File: config.mk
export PLATFORM = sky130hd
export DESIGN_NAME = sc_mux_scaled_adder
export DESIGN_NICKNAME = d
export VERILOG_FILES = /design/src/rtl/sc_pkg.sv /design/src/rtl/sc_sel_gen.sv /design/src/rtl/sc_mux_scaled_adder.sv
export SDC_FILE = /design/constraint.sdc
export NUM_CORES = 1
export LEC_CHECK = 0
export ABC_AREA = 1
export CORE_MARGIN = 5
export CORE_UTILIZATION = 48
export DETAILED_ROUTE_END_ITERATION = 16
export GPL_ROUTABILITY_DRIVEN = 0
export HOLD_SLACK_MARGIN = 0.08
export PLACE_DENSITY = 0.76
export SETUP_SLACK_MARGIN = 0.05
export SYNTH_ARGS = -nofsm -noshare
export SYNTH_HDL_FRONTEND = slang
export SYNTH_HIERARCHICAL = 1
export SYNTH_SLANG_ARGS = --single-unit
File: constraint.sdc
create_clock -name clk -period 1.55 [get_ports clk]
set_input_delay 0.31 -clock clk [delete_from_list [all_inputs] [get_ports clk]]
set_output_delay 0.31 -clock clk [all_outputs]
set_load 0.03 [all_outputs]
File: src/rtl/sc_pkg.sv
// ---------------------------------------------------------------------------
// sc_pkg
// Shared types and constants for the stochastic scaled-adder slice.
//   sc_state_e    : control FSM states (IDLE, RUN)
//   LFSR_TAPS     : feedback mask for the 8-bit Fibonacci LFSR (taps 8,6,5,4)
//   LFSR_SEED_DEF : default LFSR seed
//   lfsr_next()   : one LFSR step (shift left, XOR of tapped bits enters LSB)
// ---------------------------------------------------------------------------
package sc_pkg;

  typedef enum logic {
    IDLE = 1'b0,
    RUN  = 1'b1
  } sc_state_e;

  // Taps 8,6,5,4 counted from 1 map to bit positions 7,5,4,3.
  localparam logic [7:0] LFSR_TAPS     = 8'b1011_1000;
  localparam logic [7:0] LFSR_SEED_DEF = 8'hA5;

  function automatic logic [7:0] lfsr_next(input logic [7:0] s);
    return {s[6:0], ^(s & LFSR_TAPS)};
  endfunction

endpackage

File: src/rtl/sc_sel_gen.sv
// ---------------------------------------------------------------------------
// sc_sel_gen
// Select generator for the N-way stochastic mux.
// Default build: wrap-around counter 0..2**SEL_W-1, advancing on step.
// With macro SC_LFSR_SEL_EN: sel is the low SEL_W bits of an 8-bit Fibonacci
// LFSR (taps 8,6,5,4) that is reseeded with LFSR_SEED on rst and load.
// Ports:
//   clk   in  clock
//   rst   in  synchronous active-high reset
//   load  in  restart the select sequence (window start)
//   step  in  advance the select (one accepted bit)
//   sel   out current select
// ---------------------------------------------------------------------------
module sc_sel_gen
  import sc_pkg::*;
#(
  parameter int SEL_W = 2
`ifdef SC_LFSR_SEL_EN
  ,
  parameter logic [7:0] LFSR_SEED = LFSR_SEED_DEF
`endif
) (
  input  logic             clk,
  input  logic             rst,
  input  logic             load,
  input  logic             step,
  output logic [SEL_W-1:0] sel
);

`ifdef SC_LFSR_SEL_EN

  logic [7:0] lfsr;

  always_ff @(posedge clk) begin
    if (rst || load) begin
      lfsr <= LFSR_SEED;
    end else if (step) begin
      lfsr <= lfsr_next(lfsr);
    end
  end

  assign sel = lfsr[SEL_W-1:0];

`else

  logic [SEL_W-1:0] cnt;

  // N_IN is a power of two, so natural overflow is the wrap to 0.
  always_ff @(posedge clk) begin
    if (rst || load) begin
      cnt <= '0;
    end else if (step) begin
      cnt <= cnt + SEL_W'(1);
    end
  end

  assign sel = cnt;

`endif

endmodule

File: src/rtl/sc_mux_scaled_adder.sv
// ---------------------------------------------------------------------------
// sc_mux_scaled_adder
// N-input stochastic scaled adder: each accepted bit in RUN muxes
// in_bits[sel] onto out_bit and counts ones over a WIN_LEN-bit window.
// sum / WIN_LEN approximates (1/N_IN) * sum(P_i).
// Optional macro SC_LFSR_SEL_EN: LFSR-driven select instead of a counter.
// Ports:
//   clk        in  clock
//   rst        in  synchronous active-high reset
//   start      in  begin a window (sampled in IDLE only)
//   in_valid   in  in_bits valid this cycle
//   in_bits    in  one bit from each of the N_IN streams
//   out_bit    out selected stream bit, registered
//   out_valid  out out_bit valid
//   sel        out select applied to the next accepted bit
//   busy       out high while in RUN
//   sum        out ones count of the last completed window
//   sum_valid  out one-cycle pulse when sum updates
// ---------------------------------------------------------------------------
module sc_mux_scaled_adder
  import sc_pkg::*;
#(
  parameter int         N_IN      = 4,
  parameter int         SEL_W     = $clog2(N_IN),
  parameter int         WIN_LEN   = 256,
  parameter int         CNT_W     = $clog2(WIN_LEN + 1),
  parameter logic [7:0] LFSR_SEED = LFSR_SEED_DEF
) (
  input  logic             clk,
  input  logic             rst,
  input  logic             start,
  input  logic             in_valid,
  input  logic [N_IN-1:0]  in_bits,
  output logic             out_bit,
  output logic             out_valid,
  output logic [SEL_W-1:0] sel,
  output logic             busy,
  output logic [CNT_W-1:0] sum,
  output logic             sum_valid
);

  // Elaboration-time guard on the parameter set.
  if (N_IN < 2 || (N_IN & (N_IN - 1)) != 0 || (WIN_LEN % N_IN) != 0 ||
      LFSR_SEED == 8'h00) begin : g_param_check
    $error("sc_mux_scaled_adder: illegal N_IN/WIN_LEN/LFSR_SEED");
  end

  sc_state_e        state, state_nxt;
  logic [CNT_W-1:0] bit_cnt;
  logic [CNT_W-1:0] ones_cnt;
  logic             accept;
  logic             last;
  logic             load;
  logic             cur_bit;

  assign accept  = (state == RUN) && in_valid;
  assign last    = accept && (bit_cnt == CNT_W'(WIN_LEN - 1));
  assign load    = (state == IDLE) && start;
  assign cur_bit = in_bits[sel];

  sc_sel_gen #(
    .SEL_W    (SEL_W)
`ifdef SC_LFSR_SEL_EN
    ,
    .LFSR_SEED(LFSR_SEED)
`endif
  ) u_sel_gen (
    .clk (clk),
    .rst (rst),
    .load(load),
    .step(accept),
    .sel (sel)
  );

  // NOTE: sequential state uses non-blocking assignments so every register
  // samples pre-edge values regardless of process ordering.
  always_ff @(posedge clk) begin
    if (rst) begin
      state <= IDLE;
    end else begin
      state <= state_nxt;
    end
  end

  // NOTE: the default assignment first keeps this combinational process from
  // inferring a latch on paths that do not change state.
  always_comb begin
    state_nxt = state;
    unique case (state)
      IDLE:    if (start) state_nxt = RUN;
      RUN:     if (last)  state_nxt = IDLE;
      default: state_nxt = IDLE;
    endcase
  end

  always_comb begin
    busy = (state == RUN);
  end

  // Datapath: output mux register, window counters and result register.
  // The window-closing bit is folded into sum directly so sum_valid lines up
  // with that bit's out_valid.
  always_ff @(posedge clk) begin
    if (rst) begin
      out_bit   <= 1'b0;
      out_valid <= 1'b0;
      sum       <= '0;
      sum_valid <= 1'b0;
      bit_cnt   <= '0;
      ones_cnt  <= '0;
    end else begin
      out_valid <= accept;
      sum_valid <= last;
      if (load) begin
        bit_cnt  <= '0;
        ones_cnt <= '0;
      end
      if (accept) begin
        out_bit  <= cur_bit;
        bit_cnt  <= bit_cnt + CNT_W'(1);
        ones_cnt <= ones_cnt + CNT_W'(cur_bit);
      end
      if (last) begin
        sum <= ones_cnt + CNT_W'(cur_bit);
      end
    end
  end

endmodule

* Yosys cells after proc, flatten, opt, wreduce, memory -nomap -nowiden
Cells that the tools add are included.
Cells by class: eq/ne operators 1, bitwise operators 1, $add $sub $neg 3, reduce and logical (&&, ||, !) cells 5, mux-type cells 8, $lt $le $gt $ge 1
Operators by type and width (number):
- 2-to-1 mux 9 bit | 3
- adder 9 x 1 -> 9 bit | 1
- adder 9 x 1 -> 9 bit (second input constant) | 1
- equality test 9 x 8 -> 1 bit (second input constant) | 1
- logical AND 1 bit | 3
- less-than comparator 2 x 3 -> 1 bit (second input constant) | 1
- 2-to-1 mux 1 bit | 3
- adder 2 x 1 -> 2 bit (second input constant) | 1
- binary-select mux 1 bit (select 2 bit) | 1
- case mux 1 bit (2 select lines) | 1
- nonzero test 2 bit | 1
- logical OR 1 bit | 1
- inverter 1 bit | 1
Word-level totals: output and inout bits 15, register bits 33, input port bits 8

* Logic depth before layout (Yosys ltp)
Gate-level depths: netlist of the first run.
depth after elaboration 4, depth in mapped cells 13

* Cells and area by module
The synthesis of the first run kept the hierarchy.
By module, submodules not included:
- sc_mux_scaled_adder | area an instance 1491.4 µm², seq. area each 620.6 µm², cells each 197, times used 1
- sc_sel_gen | area an instance 97.6 µm², seq. area each 40.0 µm², cells each 14, times used 1

* Worst setup path before layout of the first run
OpenSTA, ideal clock, no wires.
path type register to register, from register u_sel_gen.cnt[0] (netlist: u_sel_gen/sel[0]), to register ones_cnt[4], required time 1.480 ns, setup slack -0.287 ns, arrival time 1.768 ns, stages on the path, launching flop included 12, buffers on the path 0, path through dfxtp_1 inv_1 nand2_1 nand3_1 nand2_1 inv_1 ha_1 ha_1 nand3_1 xnor2_1 nand2_1 a21oi_1
On the way: longest elaborated chain between the ends 4
Ends and longest elaborated chain:
- start: declaration | RTL line sc_sel_gen.sv:46 | logic [SEL_W-1:0] cnt;
- start signal: assignment | RTL line sc_sel_gen.sv:53 | cnt <= cnt + SEL_W'(1);
- binary-select mux 1 bit (select 2 bit) | RTL line sc_mux_scaled_adder.sv:59 | assign cur_bit = in_bits[sel];
- 2-to-1 mux 1 bit (implied by the code) | RTL line sc_mux_scaled_adder.sv:59
- net cur_bit | RTL line sc_mux_scaled_adder.sv:54 | logic cur_bit;
- adder 9 x 1 -> 9 bit | RTL line sc_mux_scaled_adder.sv:121 | ones_cnt <= ones_cnt + CNT_W'(cur_bit);
- 2-to-1 mux 9 bit | RTL line sc_mux_scaled_adder.sv:118 | if (accept) begin
- end signal: assignment | RTL line sc_mux_scaled_adder.sv:121
- end: declaration | RTL line sc_mux_scaled_adder.sv:50 | logic [CNT_W-1:0] ones_cnt;
The timed path passes the listed nets, and every way through them passes these cells. The select of a mux whose other input is x is not followed. A chain may end at the register's enable or synchronous reset.

* Final worst setup path of the first run
Ends and elaborated chain as after synthesis.

==> results of run 1 <==
## final cells by class
cell class	instances	area (um2)
tap	44	55.05
multi-input combinational	148	1003
clock buffer	8	80.08
inverter	26	105.1
sequential	33	668.1
timing repair buffer	38	345.3
fill	254	845.8
## worst max-delay path by stage
| stage | startpoint | to |
|---|---|---|
| after detailed placement | in_bits[3] | ones_cnt[8] |
| after global placement | in_bits[3] | ones_cnt[8] |
| after global routing | u_sel_gen/sel[0] | ones_cnt[8] |
| after floorplan | u_sel_gen/sel[0] | ones_cnt[8] |
| after CTS | u_sel_gen/sel[0] | ones_cnt[8] |
| final | u_sel_gen/sel[0] | ones_cnt[4] |
## repair_timing
action	CTS	global route
setup buffers	2	1
pin swaps	17	17
gates resized for setup	45	25
endpoints found under the setup margin	30	18
## flip-flops by register name, summed over array words and instances, names as in the netlist
register,count
bit_cnt,9
out_bit,1
u_sel_gen/sel,2
sum_valid,1
sum,9
busy,1
out_valid,1
ones_cnt,9
## logic make-up (layout without fill, tap and decap cells)
family	count (synthesis)	after routing	share of synthesized area
AND/OR/NAND/NOR	110	110	0.3354
flip-flops	33	33	0.4157
AO/OA/AOI/OAI	31	31	0.1095
adder cells (fa/ha/maj)	4	4	0.03150
XOR/XNOR	3	3	0.01654
buffers and inverters	30	72	0.09133
## stage by stage
stage               hold slack (ns)  utilization  instance area (um2)
finish                       0.3751       0.7274                 2257
detailed placement           0.4419       0.6379                 1979
global route                 0.3932       0.7274                 2257
CTS                          0.4545       0.6980                 2166
floorplan                    0.3947            -                 1624
global placement             0.4424       0.6379                 1979
## synth_stat cells, types with 4 or more instances
library cell   n
a21oi_1       12
dfxtp_1       33
ha_1           4
inv_1         19
inv_2          6
nand2_1       58
nand3_1       18
nand3_2        4
nor2_1        17
o21ai_0        4
o21ai_1        9
## routing by layer
layer  vias to the layer above  track usage  wire, um
met5                         -            0         0
met3                        10      0.03661       227
li1                        750            -         -
met1                       679       0.2298      1786
met4                         0      0.08861        85
met2                        48       0.3111      1804
## worst register-to-register path, cell delays in order, from the launching register on
cell and delay [ns]:
dfxtp_4 0.37, inv_2 0.07, nand2_2 0.05, nand2_2 0.06, nand2_2 0.06, inv_2 0.07
ha_4 0.16, ha_4 0.17, nand3_4 0.11, xnor2_2 0.22, nand2_1 0.08, a21oi_1 0.13
## report_power, final
group	switching [mW]	leakage (nW)	internal, mW
registers	0.00736	0.269	0.856
logic	0.108	0.635	0.0730
clock network	0.307	0.0437	0.320
total	0.423	0.947	1.25
==> impl_metrics.toml, run 1 <==
[finish]
diodes = 0
final_cell_mix = "nand2_1 (48), dfxtp_1 (29), inv_1 (16), dlygate4sd2_1 (16), buf_4 (14)"
drive_above_1_share = 0.3755
fin_cells = 297
area_growth_pct = 42.05
layout_commonest_cell = "nand2_1"
final_nets = 264

[critical_path]
critPathCaptureType = "flop"
worstPathMaxFanout = 4
r2r_setup_slack_ns = -0.06
cp_common_cell = "nand2_2"
critPathTopFamily = "flip-flops"
cpPeakStageDelay_ns = 0.37
cp_num_buf_inv = 2
path_depth = 11
crit_path_start_kind = "flop"
required_ns = 1.83
reg2regPathDepth = 11
critPathSlowestCell = "dfxtp_4"
worstPathCellList = "inv_2 > nand2_2 > nand2_2 > nand2_2 > inv_2 > ha_4 > ha_4 > nand3_4 > xnor2_2 > nand2_1 > a21oi_1"
critical_path_class = "flop to flop"
worst-endpoint-arrival_ns = 1.89
r2r-end = "ones_cnt[4]"
r2r_start = "u_sel_gen/sel[0]"

[synthesis]
syn_avg_cell_area_um2 = 7.531
synth-seq-area-share = 0.4157
synth_top_area_share = 0.4157
synthTopCellsByArea = "dfxtp_1 (42%), nand2_1 (14%), nand3_1 (5.7%), inv_1 (4.5%), nor2_1 (4.0%)"
synth_largest_area_cell = "dfxtp_1"
netlist_instances = 211
synthesis.area_um2 = 1589
synth.distinct_cells = 26
yosys_warnings = 6
ys_seq_elements = 33
syn-num-nets = 223
async_reset_ff_frac = 0
synth-edff-count = 0
synthFlopType = "dfxtp_1"

[route]
drcViolationCount = 0
antenna_left = 0
vias = 1487
wl_mm = 3.904
firstDrtPassIters = 5
wire_per_inst_um = 13.14
viasPerCell = 5.007
drt_iter0_markers = 97

[cts]
postCtsHoldBufs = 0
cts.sinks = 33
cts_tree = "yes"
cts_root_buf = "clkbuf_4"
clk_pin_slew_ns = 0.10
cts_max_level = 2
clockBufferDepth = 2
cts_made_buffers = 5
clock_latency_ns = 0.35

[timing]
period_needed_ns = 1.610
period_share = 1.038
setup_viol = 5
fin_ws_ns = -0.05966
relSlewSlack = 0.7174
finalClockSkew_ns = 0.008816
hold_violations = 0
timing.fmax_mhz = 621.2
finalSetupTns_ns = -0.1538
maxSlewViolCount = 0
tightest_slew_ns = 0.4234
rsz0062_at_grt = "yes"

[power]
vdd_drop_max_mv = 0.5326
leakagePower_nw = 0.9472
power-per-cell-area_nw_per_um2 = 741.1
p_total_mw = 1.673

[placement]
post-dp-hpwl_mm = 2.339
io_buffers = 22
pre_cts_slack_ns = -0.4161
dp.cells = 286

[worst_hold_path]
worstHoldStart = "in_bits[0]"
hold_path_end = "out_bit"
hold_depth = 5
min_path_type = "input port to flop"

[global_route]
antenna_found_initial = 0
grt-ovfl-total = 0
grt_start_max_net_pins = 15
grt_use_total = 0.1869
grt_pass1_vias = 1443
grt_pass1_wl_mm = 6.354

[die]
die_x_um = 67.54
die_h_um = 67.54
rows = 20
dieArea_um2 = 4561
core_um2 = 3103
ios = 23
start_util = 0.5121

[status]
status = "complete, but fails checks"
violations = "setup timing"

[run]
cap_violations = 0
Power figures use the tool's default switching activity.
==> run 2, diff against run 1 <==
CORE_UTILIZATION = 52   (was 48)
PLACE_DENSITY = 0.78   (was 0.76)
clock period = 1.5 ns   (was 1.55 ns; I/O delays follow)
==> impl_metrics.toml, run 2 (same netlist as run 1, synthesis figures left out) <==
[global_route]
antenna_found_initial = 0
grt-ovfl-total = 0
grt_pass1_wl_mm = 6.479
grt_pass1_vias = 1495
grt_start_max_net_pins = 15
grt_use_total = 0.1977

[placement]
io_buffers = 22
pre_cts_slack_ns = -0.4611
post_dp_cell_area_um2 = 2006
post-dp-hpwl_mm = 2.404
dp.cells = 279

[die]
core_um2 = 3003
rows = 20
start_util = 0.5292
ios = 23
die_h_um = 65.28
dieArea_um2 = 4261
die_x_um = 65.28

[cts]
clockBufferDepth = 2
cts_made_buffers = 5
clk_pin_slew_ns = 0.10
cts.sinks = 33
cts_root_buf = "clkbuf_4"
clock_latency_ns = 0.34
cts_max_level = 2
cts_tree = "yes"

[critical_path]
r2r_start = "u_sel_gen/sel[0]"
critPathSlowestCell = "clkdlybuf4s50_1"
critPathTopFamily = "buffers and inverters"
worst-endpoint-arrival_ns = 1.89
worstPathMaxFanout = 3
crit_path_start = "in_bits[1]"
r2r_setup_slack_ns = -0.06
crit_end = "ones_cnt[6]"
reg2regPathDepth = 11
cpPeakStageDelay_ns = 0.43
cp_num_buf_inv = 2
path_depth = 12
required_ns = 1.78
critPathCaptureType = "flop"
worstPathCellList = "clkdlybuf4s50_1 > a21oi_2 > nand2_1 > nand2_2 > inv_2 > ha_4 > ha_4 > nand3_4 > nor2_1 > nand2_1 > nand3_2 > a21oi_2"
critical_path_class = "input port to flop"
crit_path_start_kind = "input port"
r2r-end = "ones_cnt[6]"

[finish]
final_util = 0.7633
fin_cells = 296
layout_commonest_cell = "nand2_1"
reg_top3 = "bit_cnt (9), ones_cnt (9), sum (9)"
diodes = 0
drive_above_1_share = 0.3726
final_cell_mix = "nand2_1 (48), dfxtp_1 (29), buf_4 (20)"
final_area_um2 = 2292
register_area_um2 = 670.6
multi_input_area_um2 = 957.2
area_growth_pct = 44.25
final_nets = 274
fill_cells = 225

[power]
p_total_mw = 1.732
leakagePower_nw = 0.9880
power-per-cell-area_nw_per_um2 = 755.8
vdd_drop_max_mv = 0.6040

[timing]
timing.fmax_mhz = 623.2
rsz0062_at_grt = "yes"
fin_ws_ns = -0.1047
holdWs_ns = 0.4511
hold_violations = 0
maxSlewViolCount = 0
setup_viol = 12
period_share = 1.070
relSlewSlack = 0.7840
finalClockSkew_ns = 0.004738
period_needed_ns = 1.605
finalSetupTns_ns = -0.6775
tightest_slew_ns = 0.3235

[route]
dr_wl_met3_um = 197
wl_mm = 3.991
antenna_left = 0
viasPerCell = 5.297
drt_iter0_markers = 104
dr_wl_met2_mm = 1.964
wl_met1_mm = 1.717
firstDrtPassIters = 4
vias = 1568
drcViolationCount = 0
wire_per_inst_um = 13.48
top_layer = "met4"

[status]
status = "complete, but fails checks"
violations = "setup timing"

[run]
cap_violations = 0

[worst_hold_path]
min_path_type = "flop to flop"
## run 2: cell count changes in the layout (fill, tap and decap cells not counted), moves of 2 or more
cell / delta
buf_4: +6
dlygate4sd2_1: -2
xor2_2: -2
xor2_1: +2
buf_6: +4
clkdlybuf4s50_1: +2
nand3_1: +4
nand3_2: -3
## run 2: worst min-delay path by stage
stage | slack [ns] | to | start | cells after the start
after floorplan | 0.39 | sum_valid | rst | 1
after global placement | 0.44 | sum[5] | sum[5] | 2
after detailed placement | 0.44 | sum[3] | sum[3] | 2
after CTS | 0.45 | sum[3] | sum[3] | 2
after global routing | 0.49 | sum[4] | sum[4] | 2
final | 0.45 | sum[3] | sum[3] | 2
## run 2: worst min-delay path: stages, from the launching register on
cell and delay (ns):
dfxtp_1 0.32, nand2_1 0.06, nand2_1 0.04
## run 2: timing repair
item / 4_1_cts / 5_1_grt
buffers inserted: 9 / 3
pin swaps: 15 / 18
hold buffers: 0 / 0
resized for setup: 31 / 32
setup endpoints to repair: 32 / 21
## run 2: where the power goes
part / switching, mW / internal (mW)
Combinational: 0.115 / 0.0876
Clock: 0.306 / 0.331
Sequential: 0.00894 / 0.883
## run 2: cell type report
type | count | area share
multi-input combinational | 148 | 0.4176
timing repair buffer | 48 | 0.1900
tap | 33 | 0.01801
sequential | 33 | 0.2926
clock buffer | 8 | 0.03493
inverter | 26 | 0.04694
## run 2: per-layer routing
layer | vias up | track usage
met5 | - | 0
met4 | 0 | 0.09585
met3 | 11 | 0.05983
met2 | 43 | 0.3262
met1 | 738 | 0.2322
li1 | 776 | -
